==> src/rtl/blob_stats_reader.sv <==
// Reads one thresholded frame over the bus in bursts and accumulates blob statistics for CI readback.
// Stats land one cycle after each data beat; reads are never stalled and the bus is held only until the slave ends the burst.
module blob_stats_reader #(
  parameter logic [7:0] customInstructionId = 8'd0,
  parameter int         maxBurstWords       = 16
) (
  input  logic        clock,
  input  logic        reset,
  input  logic        ciStart,
  input  logic        ciCke,
  input  logic [7:0]  ciN,
  input  logic [31:0] ciValueA,
  input  logic [31:0] ciValueB,
  output logic [31:0] ciResult,
  output logic        ciDone,
  output logic        requestBus,
  input  logic        busGrant,
  output logic        beginTransactionOut,
  output logic [31:0] addressDataOut,
  output logic        endTransactionOut,
  output logic [3:0]  byteEnablesOut,
  output logic [7:0]  burstSizeOut,
  output logic        dataValidOut,
  input  logic [31:0] addressDataIn,
  input  logic        dataValidIn,
  input  logic        endTransactionIn,
  input  logic        busErrorIn,
  input  logic        busyIn
);

  typedef enum logic [2:0] {IDLE, REQUEST, INIT, RECEIVE, ABORT, FLUSH} stateT;

  localparam logic [20:0] MAX_BURST   = 21'(maxBurstWords);
  localparam logic [8:0]  MAX_BURST_9 = 9'(maxBurstWords);

  stateT       state;
  logic [31:0] baseReg;
  logic [10:0] widthReg;
  logic [10:0] heightReg;
  logic        busyReg;
  logic        doneReg;
  logic        errorReg;
  logic [19:0] countReg;
  logic [31:0] sumX;
  logic [31:0] sumY;
  logic [15:0] minX;
  logic [15:0] minY;
  logic [15:0] maxX;
  logic [15:0] maxY;
  logic [31:0] addrReg;
  logic [20:0] remaining;
  logic [15:0] xPos;
  logic [15:0] yPos;
  logic        pipeVld;
  logic [31:0] pipeWord;
  logic [15:0] pipeX;
  logic [15:0] pipeY;

  logic [3:0]  cmd;
  logic [20:0] frameWords;
  logic [8:0]  burstWords;
  logic [20:0] remNext;
  logic        lowSet;
  logic        highSet;
  logic [1:0]  setCount;
  logic [15:0] pipeX1;
  logic [31:0] xAdd;
  logic [31:0] yAdd;
  logic [15:0] candMinX;
  logic [15:0] candMaxX;
  logic        unusedInputs;

  assign unusedInputs = ^{busyIn, ciValueA[31:4], ciValueB[1:0]};

  assign cmd          = ciValueA[3:0];
  assign ciDone       = ciStart & ciCke & (ciN == customInstructionId);
  assign dataValidOut = 1'b0;
  assign frameWords   = {11'd0, widthReg[10:1]} * {10'd0, heightReg};
  assign burstWords   = (remaining > MAX_BURST) ? MAX_BURST_9 : remaining[8:0];
  assign remNext      = remaining - {20'd0, dataValidIn};

  // Low halfword is pixel x, high halfword is pixel x+1.
  assign lowSet   = |pipeWord[15:0];
  assign highSet  = |pipeWord[31:16];
  assign setCount = {1'b0, lowSet} + {1'b0, highSet};
  assign pipeX1   = pipeX + 16'd1;
  assign xAdd     = (lowSet ? {16'd0, pipeX} : 32'd0) + (highSet ? {16'd0, pipeX1} : 32'd0);
  assign yAdd     = (setCount == 2'd2) ? {15'd0, pipeY, 1'b0} :
                    (setCount == 2'd1) ? {16'd0, pipeY} : 32'd0;
  assign candMinX = lowSet ? pipeX : pipeX1;
  assign candMaxX = highSet ? pipeX1 : pipeX;

  always_comb begin
    ciResult = 32'd0;
    if (ciDone) begin
      case (cmd)
        4'd3:    ciResult = {29'd0, errorReg, doneReg, busyReg};
        4'd4:    ciResult = {12'd0, countReg};
        4'd5:    ciResult = sumX;
        4'd6:    ciResult = sumY;
        4'd7:    ciResult = {minY, minX};
        4'd8:    ciResult = {maxY, maxX};
        4'd9:    ciResult = baseReg;
        default: ciResult = 32'd0;
      endcase
    end
  end

  always_ff @(posedge clock) begin
    if (reset) begin
      state               <= IDLE;
      requestBus          <= 1'b0;
      beginTransactionOut <= 1'b0;
      addressDataOut      <= 32'd0;
      endTransactionOut   <= 1'b0;
      byteEnablesOut      <= 4'd0;
      burstSizeOut        <= 8'd0;
      baseReg             <= 32'd0;
      widthReg            <= 11'd0;
      heightReg           <= 11'd0;
      busyReg             <= 1'b0;
      doneReg             <= 1'b0;
      errorReg            <= 1'b0;
      countReg            <= 20'd0;
      sumX                <= 32'd0;
      sumY                <= 32'd0;
      minX                <= 16'hFFFF;
      minY                <= 16'hFFFF;
      maxX                <= 16'd0;
      maxY                <= 16'd0;
      addrReg             <= 32'd0;
      remaining           <= 21'd0;
      xPos                <= 16'd0;
      yPos                <= 16'd0;
      pipeVld             <= 1'b0;
      pipeWord            <= 32'd0;
      pipeX               <= 16'd0;
      pipeY               <= 16'd0;
    end else begin
      beginTransactionOut <= 1'b0;
      addressDataOut      <= 32'd0;
      endTransactionOut   <= 1'b0;
      byteEnablesOut      <= 4'd0;
      burstSizeOut        <= 8'd0;
      pipeVld             <= (state == RECEIVE) && dataValidIn && !busErrorIn;

      if (pipeVld) begin
        countReg <= countReg + {18'd0, setCount};
        sumX     <= sumX + xAdd;
        sumY     <= sumY + yAdd;
        if (lowSet || highSet) begin
          if (candMinX < minX) minX <= candMinX;
          if (candMaxX > maxX) maxX <= candMaxX;
          if (pipeY < minY)    minY <= pipeY;
          if (pipeY > maxY)    maxY <= pipeY;
        end
      end

      case (state)
        REQUEST: begin
          if (busGrant) begin
            requestBus <= 1'b0;
            state      <= INIT;
          end
        end
        INIT: begin
          beginTransactionOut <= 1'b1;
          addressDataOut      <= addrReg;
          byteEnablesOut      <= 4'hF;
          burstSizeOut        <= 8'(burstWords - 9'd1);
          state               <= RECEIVE;
        end
        RECEIVE: begin
          if (busErrorIn) begin
            endTransactionOut <= 1'b1;
            state             <= ABORT;
          end else begin
            if (dataValidIn) begin
              addrReg   <= addrReg + 32'd4;
              remaining <= remNext;
              pipeWord  <= addressDataIn;
              pipeX     <= xPos;
              pipeY     <= yPos;
              if (xPos + 16'd2 == {5'd0, widthReg}) begin
                xPos <= 16'd0;
                yPos <= yPos + 16'd1;
              end else begin
                xPos <= xPos + 16'd2;
              end
            end
            if (endTransactionIn) begin
              if (remNext != 21'd0) begin
                requestBus <= 1'b1;
                state      <= REQUEST;
              end else begin
                state <= FLUSH;
              end
            end
          end
        end
        ABORT: begin
          errorReg <= 1'b1;
          busyReg  <= 1'b0;
          state    <= IDLE;
        end
        FLUSH: begin
          // Last beat's stats commit while pipeVld is high; finish once it clears.
          if (!pipeVld) begin
            busyReg <= 1'b0;
            doneReg <= 1'b1;
            state   <= IDLE;
          end
        end
        default: ;
      endcase

      if (ciDone) begin
        case (cmd)
          4'd0: baseReg <= {ciValueB[31:2], 2'b00};
          4'd1: begin
            widthReg  <= {ciValueB[10:1], 1'b0};
            heightReg <= ciValueB[26:16];
          end
          4'd2: begin
            if (!busyReg) begin
              countReg  <= 20'd0;
              sumX      <= 32'd0;
              sumY      <= 32'd0;
              minX      <= 16'hFFFF;
              minY      <= 16'hFFFF;
              maxX      <= 16'd0;
              maxY      <= 16'd0;
              doneReg   <= 1'b0;
              errorReg  <= 1'b0;
              xPos      <= 16'd0;
              yPos      <= 16'd0;
              addrReg   <= baseReg;
              remaining <= frameWords;
              if (frameWords == 21'd0) begin
                doneReg <= 1'b1;
              end else begin
                busyReg    <= 1'b1;
                requestBus <= 1'b1;
                state      <= REQUEST;
              end
            end
          end
          default: ;
        endcase
      end
    end
  end

endmodule

==> config.mk <==
export PLATFORM = sky130hd
export DESIGN_NAME = blob_stats_reader
export DESIGN_NICKNAME = d
export VERILOG_FILES = /design/src/rtl/blob_stats_reader.sv
export SDC_FILE = /design/constraint.sdc
export NUM_CORES = 1
export LEC_CHECK = 0
export ABC_AREA = 1
export CAP_MARGIN = 20
export CORE_MARGIN = 2
export CORE_UTILIZATION = 30
export CTS_BUF_LIST = sky130_fd_sc_hd__clkbuf_16
export CTS_CLUSTER_SIZE = 28
export DETAILED_ROUTE_END_ITERATION = 10
export PLACE_DENSITY = 0.44
export SETUP_SLACK_MARGIN = 0.15
export SLEW_MARGIN = 25
export SYNTH_ARGS = -nofsm -noshare
export SYNTH_HDL_FRONTEND = slang
export SYNTH_SLANG_ARGS = --single-unit
==> constraint.sdc <==
create_clock -name clock -period 8.4 [get_ports clock]
set_input_delay 2.1 -clock clock [delete_from_list [all_inputs] [get_ports clock]]
set_output_delay 2.1 -clock clock [all_outputs]
set_load 0.01 [all_outputs]
# After elaboration in Yosys (flattened, before gate mapping)
# Cells that the tools add are included.
[totals]
word_cells = 191
ff_bits = 402
output_inout_bits = 81
[classes]
n_eq_ne = 17
n_reduce_logical = 15
add_sub_neg = 11
mul = 1
n_bitwise = 5
mux = 109
order_cmp = 5
[op_table]
columns = ["op", "count"]
rows = [
  ["2-to-1 mux 16 bit", 43],
  ["2-to-1 mux 32 bit", 15],
  ["one-hot mux 32 bit (7 select lines)", 1],
  ["2-to-1 mux 21 bit", 6],
  ["2-to-1 mux 20 bit", 4],
  ["adder 32 x 17 -> 32 bit", 2],
  ["adder 16 x 1 -> 16 bit (second input constant)", 2],
  ["adder 32 x 3 -> 32 bit (second input constant)", 1],
  ["> comparator 16 bit", 2],
  ["< comparator 16 bit", 2],
  ["OR reduction 16 bit", 2],
  ["2-to-1 mux 3 bit", 9],
  ["2-to-1 mux 1 bit", 25],
  ["> comparator 21 x 5 -> 1 bit (second input constant)", 1],
  ["zero test 21 bit", 1],
  ["multiplier 10 x 11 -> 21 bit", 1],
  ["nonzero test 21 bit", 1],
  ["subtractor 21 x 1 -> 21 bit", 1],
  ["adder 20 x 2 -> 20 bit", 1],
  ["adder 16 x 16 -> 17 bit", 1],
  ["2-to-1 mux 17 bit", 1],
  ["adder 16 x 2 -> 16 bit (second input constant)", 1],
  ["== test 16 x 11 -> 1 bit", 1],
  ["== test 4 x 3 -> 1 bit (second input constant)", 4],
  ["24 further kinds", 35],
]

# Longest topological paths before layout
# Gate-level depths: netlist of run 1.
[depth]
ltp_word = 10
ltp_mapped = 28
depth_no_buf = 27

# Worst setup path after synthesis of run 1
# Ideal clock, no wire load.
[synth_path]
path_type = "input -> output"
startpoint = "input port ciValueA[0]"
endpoint = "output port ciResult[10]"
setup_slack_ps = 2806
arrival_ps = 3494
t_required_ps = 6300
cell_stages = 8
n_path_buf = 1
cell_sequence = "nor2_1 > inv_1 > nor2_1 > clkinv_1 > clkbuf_1 > o22ai_1 > a221oi_1 > a31oi_1"
[synth_between]
elab_chain_cells = 3
[synth_lines]
columns = ["item", "line", "text"]
rows = [
  ["start, declared", "12", "input logic [31:0] ciValueA,"],
  ["== test 4 bit, or another cell as far along", "96", "case (cmd)"],
  ["one-hot mux 32 bit (7 select lines) (*)", "96", ""],
  ["2-to-1 mux 32 bit (*)", "95", "if (ciDone) begin"],
  ["end, declared", "14", "output logic [31:0] ciResult,"],
]
# Mark *: on every way between the ends. The rest lies on a longest branch, timed or not.

# Worst setup path after layout of run 1
[layout_path]
startpoint = "input port ciValueA[3]"
endpoint = "output port ciResult[2]"
# Same word-level chain as after synthesis.

==> results of run 1 <==
==> metal layers <==
layer | track usage [%] | vias up | wire, µm
met5 | 0 | - | 11
met4 | 9.676 | 2 | 4562
met2 | 33.46 | 579 | 43030
li1 | - | 13087 | -
met3 | 3.802 | 148 | 5494
met1 | 30.36 | 12136 | 48080
==> state kept, by name (all words and copies together), names as in the netlist, 3 cells and up <==
register        count
widthReg           10
pipeWord           32
yPos               16
remaining          21
xPos               16
pipeY              16
burstSizeOut        8
addressDataOut     30
addrReg            30
state               3
minY               16
sumY               32
minX               16
baseReg            30
pipeX              16
maxX               16
sumX               32
maxY               16
countReg           20
heightReg          11
==> cells in the final DEF (no fill, tap or decap), types with 19 or more instances in the layout <==
master           synthesis  routed
nand2_1                810     810
inv_1                  545     552
nor2_1                 544     541
dfxtp_1                394     393
o21ai_0                280     280
nand3_1                252     252
a21oi_1                195     195
ha_1                   164     164
clkdlybuf4s50_1          0     159
fa_1                    89      89
nor3_1                  64      63
nand4_1                 53      53
clkbuf_16                0      51
o22ai_1                 45      45
xor2_1                  44      44
a211oi_1                43      43
a31oi_1                 36      36
a221oi_1                33      33
nor4_1                  32      32
clkinv_1                 7      23
buf_4                    9      23
o211ai_1                22      22
or2_2                   19      19
==> final timing paths <==
kind	from	to	slack, ns
max reg2reg	widthReg[10]$_SDFFE_PP0P_	doneReg$_SDFF_PP0_	2.47
max	ciValueA[3]	ciResult[2]	0.95
min reg2reg	minY[1]$_SDFF_PP1_	minY[1]$_SDFF_PP1_	0.46
min	minY[1]$_SDFF_PP1_	minY[1]$_SDFF_PP1_	0.46
==> cell usage after synthesis, drive strengths merged <==
library cell,number,area (µm²)
a2111oi,1,27.53
a211oi,43,322.8
a21boi,3,22.52
a21o,5,37.54
a21oi,195,975.9
a221oi,33,289.0
a22o,2,17.52
a22oi,1,7.510
a31o,1,8.760
a31oi,36,225.2
a32o,1,10.01
a32oi,1,8.760
a41oi,2,17.52
and2,7,43.80
and3,3,18.77
buf,44,240.2
clkbuf,113,424.2
clkinv,7,26.28
conb,1,3.750
dfxtp,394,7888
fa,89,1782
ha,164,2052
inv,551,2068
nand2,815,3072
nand3,256,1301
nand3b,9,67.56
nand4,54,344.1
nor2,562,2195
nor3,68,360.4
nor3b,3,22.52
nor4,33,221.5
o211ai,22,165.2
o21a,8,60.06
o21ai,288,1441
o21bai,8,60.06
o221ai,2,17.52
o22ai,45,281.5
o311ai,1,8.760
o31ai,6,45.04
o41ai,1,8.760
or2,22,137.6
xnor2,12,105.1
xor2,44,385.4
==> power by group <==
part           leakage [nW]  switching [mW]  internal [mW]  total, mW
registers              3.18          0.0326           1.90       1.93
logic                  9.47           0.332          0.165      0.497
clock network         0.847           0.940           1.29       2.23
==> tightest hold or removal path, stage by stage (launching register included) <==
cell	delay [ns]
dfxtp_1	0.32
nand2_1	0.05
nand3_1	0.05
==> cell type report <==
class | instances | share of cell area (%)
multi-input cells | 2849 | 52.02
flip-flops and latches | 394 | 25.32
inverters | 558 | 6.728
repair buffers | 185 | 5.808
well taps | 1165 | 4.679
clock buffers | 51 | 4.097
clock inverters | 43 | 1.346
==> cell families after synthesis <==
logic type	count (synthesis)	synth area share, %
DFF	394	29.41
other	1	0.01398
xor gates and xnor gates	56	1.829
and+or+nand+nor	1832	29.03
adders and majority gates	253	14.30
buffers and inverters	715	10.29
AOI/OAI and AO/OA	705	15.14
==> flow_summary.ini, run 1 <==
[status]
status = finished with violations
violations = DRC

[placement]
numPortBuffers = 160
pre_cts_ws_ns = 0.9855
place.gp.congestion = 0.8929
dpl_cell_area_um2 = 29460
place_hpwl_mm = 77.75
placedCellCount = 5151

[routing]
wirelength_mm = 101.2
first_iter_violations = 1735
dr.pass1.iters = 10
vias = 25952
wl_per_cell_um = 19.29
drc = 6
postRouteAntennaNets = 0
detail_route.vias_per_cell = 4.948

[sta]
hold_viol_final = 0
fin_skew_ns = 0.05275
setup_viol = 0
fin_ws_ns = 0.9489
whs_ns = 0.4551
tightestPinTransition_ns = 1.020
timing.final.crit_share_pct = 88.70
finalSetupTns_ns = 0
slew_headroom_pct = 31.84
rsz0062_at_grt = false
slew_violations = 0
clock.fmax_mhz = 134.2
period_needed_ns = 7.451

[clock_network]
cts-htree-levels = 2
worst_skew_pair.late_latency_ns = 0.65
cts_made_buffers = 51
cts-hold-fix-buffers = 0
clock_sinks = 394
cts_buffer_depth = 3
cts_resized = 0
root_buffer = clkbuf_16
clk_pin_slew_ns = 0.05
cts_tree = done
postCtsSetupBuffers = 0

[critical_path]
crit_family = buffers and inverters
cp-start-kind = primary input
path_buf_inv = 6
critPathMaxStageDelay_ns = 0.62
cp.arrival_ns = 5.35
cp_cell_sequence = clkdlybuf4s50_1 > inv_1 > nor2_1 > inv_1 > nor2_1 > buf_4 > clkinv_1 > o22ai_1 > a221oi_1 > a21oi_1 > clkdlybuf4s50_1
cp_slowest_cell = clkdlybuf4s50_1
worstPathRequired_ns = 6.30
crit_type = primary input to primary output
critPathCaptureType = primary output
path_depth = 11
path_max_fanout = 17
rr_worst_depth = 21

[finish]
layout.cells.non_filler = 5245
fillers = 9600
seq_area_um2 = 7889
drive_gt1_share_pct = 3.995
insertedDiodeCount = 0
final_core_util_pct = 35.19
multi_input_area_um2 = 16200
nets = 4405
stdcell_area_um2 = 31150
syn_to_final_growth_pct = 16.16

[yosys]
synth_area_um2 = 26820
ys_warn_count = 0
ys_seq_area_share_pct = 29.41
ys_seq_elements = 394
netlist_instances = 3956
syn_area_per_cell_um2 = 6.779
synth.distinct_cells = 58

[grt]
grt_max_degree = 128
grt_pass1_wl_mm = 153.4
antenna_found_initial = 3
track_usage_pct = 21.98
grt_pass1_vias = 24926
overflow = 0

[power_and_ir_drop]
total_power_mw = 4.665
leakage_nw = 13.49
power.density_nw_per_um2 = 149.8
ir_drop_mv = 0.1466

[die]
die_width_um = 303.0
die_area_um2 = 91800
start_util_pct = 30.30
placementRows = 109
die_y_um = 303.0
core-area_um2 = 88510
ios = 194

[run]
cap_violations = 0

[hold_path]
hold_path_depth = 2
hp-class = flop to flop
(Power assumes the default switching activity.)
==> inputs of run 2 (changes only) <==
--- a/config.mk
+++ b/config.mk
@@ -7,12 +7,13 @@
 export LEC_CHECK = 0
 export ABC_AREA = 1
 export CAP_MARGIN = 20
+export CORE_ASPECT_RATIO = 2
 export CORE_MARGIN = 2
-export CORE_UTILIZATION = 30
+export CORE_UTILIZATION = 35
 export CTS_BUF_LIST = sky130_fd_sc_hd__clkbuf_16
 export CTS_CLUSTER_SIZE = 28
 export DETAILED_ROUTE_END_ITERATION = 10
-export PLACE_DENSITY = 0.44
+export PLACE_DENSITY = 0.5
 export SETUP_SLACK_MARGIN = 0.15
 export SLEW_MARGIN = 25
 export SYNTH_ARGS = -nofsm -noshare
==> constraint.sdc (replaced) <==
create_clock -name clock -period 6.9 [get_ports clock]
set_input_delay 1.725 -clock clock [delete_from_list [all_inputs] [get_ports clock]]
set_output_delay 1.725 -clock clock [all_outputs]
set_load 0.01 [all_outputs]
==> flow_summary.ini, run 2 (synthesis results as in run 1) <==
[run]
cap_violations = 0

[critical_path]
crit_type = primary input to primary output
path_max_fanout = 17
cp.arrival_ns = 4.54
critPathCaptureType = primary output
cp-start-kind = primary input
worstPathRequired_ns = 5.18

[routing]
wirelength_mm = 107.0
drc = 0
postRouteAntennaNets = 0
detail_route.vias_per_cell = 5.226
first_iter_violations = 1287
vias = 26617
wl_per_cell_um = 21.01
dr.pass1.iters = 7

[finish]
fillers = 8351
drive_gt1_share_pct = 4.073
final_cell_mix = nand2_1 (810), inv_1 (554), nor2_1 (541), dfxtp_1 (393), o21ai_0 (280)
reg.largest.list = pipeWord: 32 flops, sumX: 32 flops, sumY: 32 flops
syn_to_final_growth_pct = 14.48
stdcell_area_um2 = 30700
nets = 4411
final_common_cell = nand2_1
layout.cells.non_filler = 5093

[sta]
fin_skew_ns = 0.02884
timing.final.crit_share_pct = 90.84
finalSetupTns_ns = 0
setup_viol = 0
period_needed_ns = 6.268
clock.fmax_mhz = 159.5
tightestPinTransition_ns = 0.9613
rsz0062_at_grt = false
fin_ws_ns = 0.6323
slew_violations = 0
whs_ns = 0.4537
hold_viol_final = 0
slew_headroom_pct = 35.84

[clock_network]
root_buffer = clkbuf_16
cts_buffer_depth = 3
cts_tree = done
cts_resized = 0
worst_skew_pair.late_latency_ns = 0.62
postCtsSetupBuffers = 0
cts_made_buffers = 43
cts-hold-fix-buffers = 0
clk_pin_slew_ns = 0.06
clock_sinks = 394
cts-htree-levels = 2

[placement]
pre_cts_ws_ns = 0.6849
numPortBuffers = 160
dpl_cell_area_um2 = 29360
place_hpwl_mm = 85.89
placedCellCount = 5015
place.gp.congestion = 0.9678

[grt]
track_usage_pct = 27.21
grt_max_degree = 115
grt_pass1_vias = 27010
grt_pass1_wl_mm = 160.1
antenna_found_initial = 3
overflow = 0

[die]
ios = 194
start_util_pct = 35.35
die_y_um = 395.5
placementRows = 143
die_width_um = 199.7
core-area_um2 = 75860
die_area_um2 = 78990

[power_and_ir_drop]
leakage_nw = 13.40
ir_drop_mv = 0.1827
power.density_nw_per_um2 = 173.1

[hold_path]
hp-class = flop to flop

[status]
status = finished, final reports clean
## run 2: cell types whose count changed in the layout (fill, tap and decap cells not counted), sizes merged
cell / change
clkinvlp: +1
inv: +6
clkbuf: -8
clkinv: -14
diode: +2
buf: +14
bufinv: -3
## run 2: path summary, 6_finish.rpt
check	from	end	cells past startpoint	slack (ns)
setup / recovery	ciValueA[1]	ciResult[20]	9	0.63
hold / removal	addrReg[31]$_SDFF_PP0_	addressDataOut[31]$_SDFF_PP0_	2	0.45
setup reg to reg	widthReg[6]$_SDFFE_PP0P_	state[2]$_SDFF_PP0_	19	1.02
hold reg to reg	addrReg[31]$_SDFF_PP0_	addressDataOut[31]$_SDFF_PP0_	2	0.45
## run 2: metrics by stage
stage | power [mW] | utilization (%)
final | 5.315 | 40.47
after global routing | 5.516 | 40.46
after CTS | 5.373 | 40.46
after floorplan | 2.756 | -
after global placement | 3.029 | 38.70
after detailed placement | 3.029 | 38.70
## run 2: layout make-up
cell class                 instances  area [µm²]  share of cell area [%]
antenna                            2       5.005                 0.01630
clock buffer                      43        1076                   3.505
clock inverter                    33       260.3                  0.8477
inverter                         558        2095                   6.822
multi-input combinational       2849       16200                   52.78
sequential                       394        7889                   25.70
tap                             1015        1270                   4.137
timing repair buffer             199        1902                   6.195
## run 2: metal layers
layer / GRT usage (%) / vias to the layer above / part of all wire [%]
met5: 0 / - / 0.012
met4: 20.01 / 2 / 8.2
met3: 2.669 / 282 / 3.3
met2: 52.44 / 641 / 54
met1: 26.04 / 12588 / 34
li1: - / 13104 / -
## run 2: critical path: stages
cell and delay [ns]:
clkdlybuf4s50_1 0.50, nor2_1 0.13, inv_1 0.10, nor2_1 0.16, clkinv_1 0.51, o22ai_1 0.42, a221oi_1 0.16, a21oi_1 0.24
clkdlybuf4s50_1 0.58
## run 2: where the power goes
part           internal (mW)  switching [mW]  total (mW)
clock network           1.25            1.08        2.34
logic                  0.207           0.415       0.622
registers               2.31          0.0414        2.35
total                   3.77            1.54        5.31
